<file path="src/rtl/fetch_pkg.sv">
// Shared types and constants for the instruction fetch stage.
package fetch_pkg;

    localparam int unsigned INSTR_W = 32;
    localparam int unsigned PC_STEP = 4;

    typedef enum logic [1:0] {
        S_WAIT = 2'd0,
        S_RDY  = 2'd1,
        S_HALT = 2'd2
    } fetch_state_e;

endpackage

</file>
<file path="src/rtl/fetch_wait_cnt.sv">
// Loadable down-counter timing the instruction memory read; saturates at zero.
module fetch_wait_cnt #(
    parameter int unsigned RD_WAIT = 2,
    parameter int unsigned W       = $clog2(RD_WAIT + 1)
) (
    input  logic         clk,
    input  logic         rst_n,
    input  logic         load,
    input  logic [W-1:0] value,
    output logic [W-1:0] count,
    output logic         zero
);

    logic [W-1:0] count_q;
    logic [W-1:0] count_d;

    always_comb begin
        count_d = count_q;
        if (load) begin
            count_d = value;
        end else if (count_q != '0) begin
            count_d = count_q - W'(1);
        end
    end

    always_ff @(posedge clk or negedge rst_n) begin
        if (!rst_n) begin
            count_q <= W'(RD_WAIT);
        end else begin
            count_q <= count_d;
        end
    end

    assign count = count_q;
    assign zero  = (count_q == '0);

endmodule

</file>
<file path="src/rtl/instr_fetch.sv">
// Fetch stage: PC register, memory read wait, one-entry {instr, pc} output buffer
// with valid/ready handshake, redirect flush and end-of-program halt.
module instr_fetch
    import fetch_pkg::*;
#(
    parameter logic [31:0] RESET_PC  = 32'd0,
    parameter int unsigned RD_WAIT   = 2,
    parameter int unsigned MEM_LIMIT = 40
) (
    input  logic               clk,
    input  logic               rst_n,
    output logic [31:0]        imem_addr,
    input  logic [INSTR_W-1:0] imem_instr,
    input  logic               redirect_valid,
    input  logic [31:0]        redirect_pc,
    output logic               out_valid,
    output logic [INSTR_W-1:0] out_instr,
    output logic [31:0]        out_pc,
    input  logic               out_ready,
    output logic               halted
);

    localparam int unsigned CNT_W = $clog2(RD_WAIT + 1);
    localparam logic [31:0] LIMIT = 32'(MEM_LIMIT);

    fetch_state_e       state_q, state_d;
    logic [31:0]        pc_q, pc_d;
    logic               out_valid_q, out_valid_d;
    logic [INSTR_W-1:0] out_instr_q, out_instr_d;
    logic [31:0]        out_pc_q, out_pc_d;
    logic               halted_q, halted_d;

    logic [CNT_W-1:0]   cnt;
    logic               cnt_zero;
    logic               cnt_load;
    logic               capture;
    logic [31:0]        pc_inc;
    logic [31:0]        rd_target;

    fetch_wait_cnt #(
        .RD_WAIT (RD_WAIT),
        .W       (CNT_W)
    ) u_wait_cnt (
        .clk   (clk),
        .rst_n (rst_n),
        .load  (cnt_load),
        .value (CNT_W'(RD_WAIT)),
        .count (cnt),
        .zero  (cnt_zero)
    );

    always_comb begin
        state_d     = state_q;
        pc_d        = pc_q;
        out_valid_d = out_valid_q;
        out_instr_d = out_instr_q;
        out_pc_d    = out_pc_q;

        rd_target = redirect_pc & ~32'h3;
        pc_inc    = pc_q + 32'(PC_STEP);
        capture   = (state_q == S_RDY) && cnt_zero &&
                    (!out_valid_q || out_ready) && !redirect_valid;
        cnt_load  = redirect_valid || capture;

        // Redirect wins over capture and flushes whatever the buffer holds.
        if (redirect_valid) begin
            pc_d        = rd_target;
            out_valid_d = 1'b0;
            state_d     = (rd_target >= LIMIT) ? S_HALT : S_WAIT;
        end else if (capture) begin
            out_instr_d = imem_instr;
            out_pc_d    = pc_q;
            out_valid_d = 1'b1;
            pc_d        = pc_inc;
            state_d     = (pc_inc >= LIMIT) ? S_HALT : S_WAIT;
        end else begin
            if (out_valid_q && out_ready) begin
                out_valid_d = 1'b0;
            end
            if (state_q == S_WAIT && cnt == CNT_W'(1)) begin
                state_d = S_RDY;
            end
        end

        halted_d = (state_d == S_HALT) && !out_valid_d;
    end

    always_ff @(posedge clk or negedge rst_n) begin
        if (!rst_n) begin
            state_q     <= S_WAIT;
            pc_q        <= RESET_PC;
            out_valid_q <= 1'b0;
            out_instr_q <= '0;
            out_pc_q    <= '0;
            halted_q    <= 1'b0;
        end else begin
            state_q     <= state_d;
            pc_q        <= pc_d;
            out_valid_q <= out_valid_d;
            out_instr_q <= out_instr_d;
            out_pc_q    <= out_pc_d;
            halted_q    <= halted_d;
        end
    end

    assign imem_addr = pc_q;
    assign out_valid = out_valid_q;
    assign out_instr = out_instr_q;
    assign out_pc    = out_pc_q;
    assign halted    = halted_q;

endmodule

</file>
<file path="config.mk">
export PLATFORM = sky130hd
export DESIGN_NAME = instr_fetch
export DESIGN_NICKNAME = d
export VERILOG_FILES = /design/src/rtl/fetch_pkg.sv /design/src/rtl/fetch_wait_cnt.sv /design/src/rtl/instr_fetch.sv
export SDC_FILE = /design/constraint.sdc
export NUM_CORES = 1
export LEC_CHECK = 0
export ABC_AREA = 1
export BUFFER_PORTS_ARGS = -buffer_cell sky130_fd_sc_hd__buf_2
export CAP_MARGIN = 20
export CORE_UTILIZATION = 46
export DETAILED_ROUTE_END_ITERATION = 10
export PLACE_DENSITY = 0.8
export SLEW_MARGIN = 30
export SYNTH_ARGS = -nofsm -noshare
export SYNTH_HDL_FRONTEND = slang
export SYNTH_SLANG_ARGS = --single-unit
</file>
<file path="constraint.sdc">
create_clock -name clk -period 6.05 [get_ports clk]
set_input_delay 1.21 -clock clk [delete_from_list [all_inputs] [get_ports clk]]
set_output_delay 1.21 -clock clk [all_outputs]
set_load 0.1 [all_outputs]
</file>
==> flow_summary.toml <==
[worst_setup_path]
r2r_end = "imem_addr[30]$_DFFE_PN0P_"
crit_buf_inv = 3
path_cells = "buf_2 -> nor2_4 -> inv_2 -> buf_4 -> a21oi_1 -> a221o_1"
r2r_slack_ns = 3.27
cp-end-kind = "flop"
critPathTopFamily = "buffers and inverters"
r2r-start = "u_wait_cnt.count[1]$_DFFE_PN1P_"
critPathCapture = "imem_addr[30]$_DFFE_PN0P_"
required_ns = 6.31
worstRegToRegCells = 10
crit_start = "redirect_valid"
criticalPathCategory = "input pin to flop"
max_stage_delay_ns = 0.60
crit_arrival_ns = 3.36
cp_max_fo = 63
cp-start-kind = "input pin"
cp_slowest_cell = "buf_4"
cp.depth = 6

[layout]
area_growth_pct = 21.9
mostFrequentLayoutCell = "nand2_1"
fin_cells = 927
antenna_cells = 0
finalNetCount = 858
layout-drive-gt1-share_pct = 25.8
nFillCells = 1000
final_cell_mix = "nand2_1, buf_2, dfrtp_1"

[clocking]
cts_resized = 0
clkLatencyLatePin_ns = 0.37
clk_pin_slew_worst_paths_ns = 0.10
root_buffer = "clkbuf_8"
cts_hold_buf = 0
clk_path_buf_depth = 2
cts_tree = "done"
htreeDepth = 3
post_cts_buffers = 0
numCtsBuffers = 9
cts_sinks = 98

[power_and_ir_drop]
powerDensity_nw_per_um2 = 246
ir_worst_vdd_mv = 0.142
leakage_nw = 3.30

[synthesis]
synth.ff_latch_count = 98
ys.warnings.count = 0
syn_inst = 638
yosysSeqAreaShare_pct = 49.5
yosys.cell_types.count = 34
syn_avg_cell_area_sq_um = 7.78
synthesis.area_sq_um = 4960

[sta]
finalSetupTns_ns = 0
period_needed_ns = 3.10
finalHoldViolCount = 0
worst_pin_slew_ns = 0.717
setup_slack_ns = 2.95
final-setup-viol-count = 0
finalCritPeriodShare_pct = 51.2
maxSlewViolCount = 0
max-slew-margin-rel_pct = 52.2
rsz0062_at_grt = "false"
fmax_mhz = 323
skew_ns = 0.0109

[run_status]
status = "finished, final reports clean"

[die]
boundaryPins = 166
die_h_microns = 106
initial_core_util_pct = 47.8
die_area_sq_um = 11200
core_sq_um = 10400
rows = 37
fp.dieW_microns = 106

[drt]
vias = 4669
drc = 0
wl_microns = 12800
wl_per_cell_microns = 13.8
avgViaCountPerCell = 5.04
drt_iter0_drc = 162
drt-pass1-iter-count = 4
final_antenna_net_count = 0

[global_routing]
grt.total_usage_pct = 24.0
grt_pass1_wl_microns = 21300
grt_start_max_net_pins = 64
grt_antenna_before_repair = 0
grt-ovfl-total = 0
grt_pass1_vias = 4528

[place]
dp_hpwl_microns = 9450
place.gp.congestion = 0.881
place_ws_ns = 2.59
port_buffers = 159
dp_cells = 911

[worst_hold_path]
min-delay-start = "out_instr[1]$_DFFE_PN0P_"
hold_path.class = "flop to flop"
whs_path_depth = 2

[job]
cap_violations = 0
==> state kept, by name, indices dropped and copies added, names as in the netlist <==
register / count
out_pc: 30
u_wait_cnt.count: 2
out_instr: 32
imem_addr: 30
state_q: 2
out_valid: 1
halted: 1
==> Yosys cell counts, drive strengths merged <==
| library cell | instances | area, sq um |
|---|---|---|
| and2 | 1 | 6.26 |
| or4 | 1 | 7.51 |
| o211ai | 15 | 113 |
| or2 | 1 | 6.26 |
| ha | 4 | 50.1 |
| nand3b | 2 | 15.0 |
| xor2 | 6 | 52.6 |
| o221ai | 13 | 114 |
| nand2 | 274 | 1050 |
| o21a | 1 | 7.51 |
| a21oi | 4 | 20.0 |
| a221o | 1 | 10.0 |
| nand4 | 10 | 62.6 |
| dfstp | 1 | 26.3 |
| dfrtp | 97 | 2430 |
| nor2 | 52 | 274 |
| inv | 53 | 199 |
| nor4 | 5 | 31.3 |
| clkbuf | 20 | 75.1 |
| o21ai | 36 | 180 |
| nor3 | 5 | 25.0 |
| a31oi | 1 | 6.26 |
| xnor2 | 1 | 8.76 |
| conb | 1 | 3.75 |
| nand3 | 25 | 138 |
| buf | 8 | 56.3 |
==> power breakdown <==
group	switching, W	internal [W]
Combinational	0.000253	0.0000691
Clock	0.000246	0.000207
Sequential	0.0000330	0.000681
==> worst min path at each step <==
stage	endpoint
6_report	out_instr[1]$_DFFE_PN0P_
4_1_cts	out_instr[13]$_DFFE_PN0P_
3_3_place_gp	out_instr[14]$_DFFE_PN0P_
2_1_floorplan	state_q[0]$_DFF_PN0_
3_5_place_dp	out_instr[8]$_DFFE_PN0P_
5_1_grt	out_instr[8]$_DFFE_PN0P_
==> kinds of logic after synthesis <==
| family | synth area share (%) |
|---|---|
| AO/OA/AOI/OAI | 9.08 |
| buffers and inverters | 6.66 |
| AND/OR/NAND/NOR | 32.5 |
| other | 0.0756 |
| XOR/XNOR | 1.24 |
| flip-flops | 49.5 |
| adder cells (fa/ha/maj) | 1.01 |
==> routing by layer <==
layer	vias to the layer above	part of all wire (%)	GRT usage, %
li1	2332	-	-
met1	2134	44	30.8
met2	178	46	39.0
met3	25	7.7	5.26
met4	0	2.5	10.5
met5	-	0	0
==> cell type report <==
cell class                 instances  area (sq um)  share of cell area, %
sequential                        98          2450                   40.6
multi-input combinational        462          2190                   36.3
timing repair buffer             162           821                   13.6
inverter                          53           199                   3.29
tap                              136           170                   2.81
clock buffer                      10           138                   2.28
clock inverter                     6          72.6                   1.20
==> metrics by stage <==
stage                     total power, W  util (%)  instance area (sq um)  hold slack (ns)
after global routing             0.00155      58.3                   6050            0.497
after CTS                        0.00149      58.3                   6050            0.480
final                            0.00149      58.3                   6050            0.477
after floorplan                 0.000963         -                   4970            0.490
after detailed placement         0.00105      56.3                   5840            0.455
after global placement           0.00105      56.3                   5840            0.450
==> worst reg2reg max path, stage by stage, from the launching register on <==
cell	delay (ns)
dfstp_2	0.54
inv_1	0.06
ha_1	0.22
nand2_1	0.07
inv_1	0.03
nand3_1	0.18
nor2_4	0.05
inv_2	0.49
buf_4	0.60
a21oi_1	0.14
a221o_1	0.28
No activity file was read; power rests on OpenSTA's default activity.
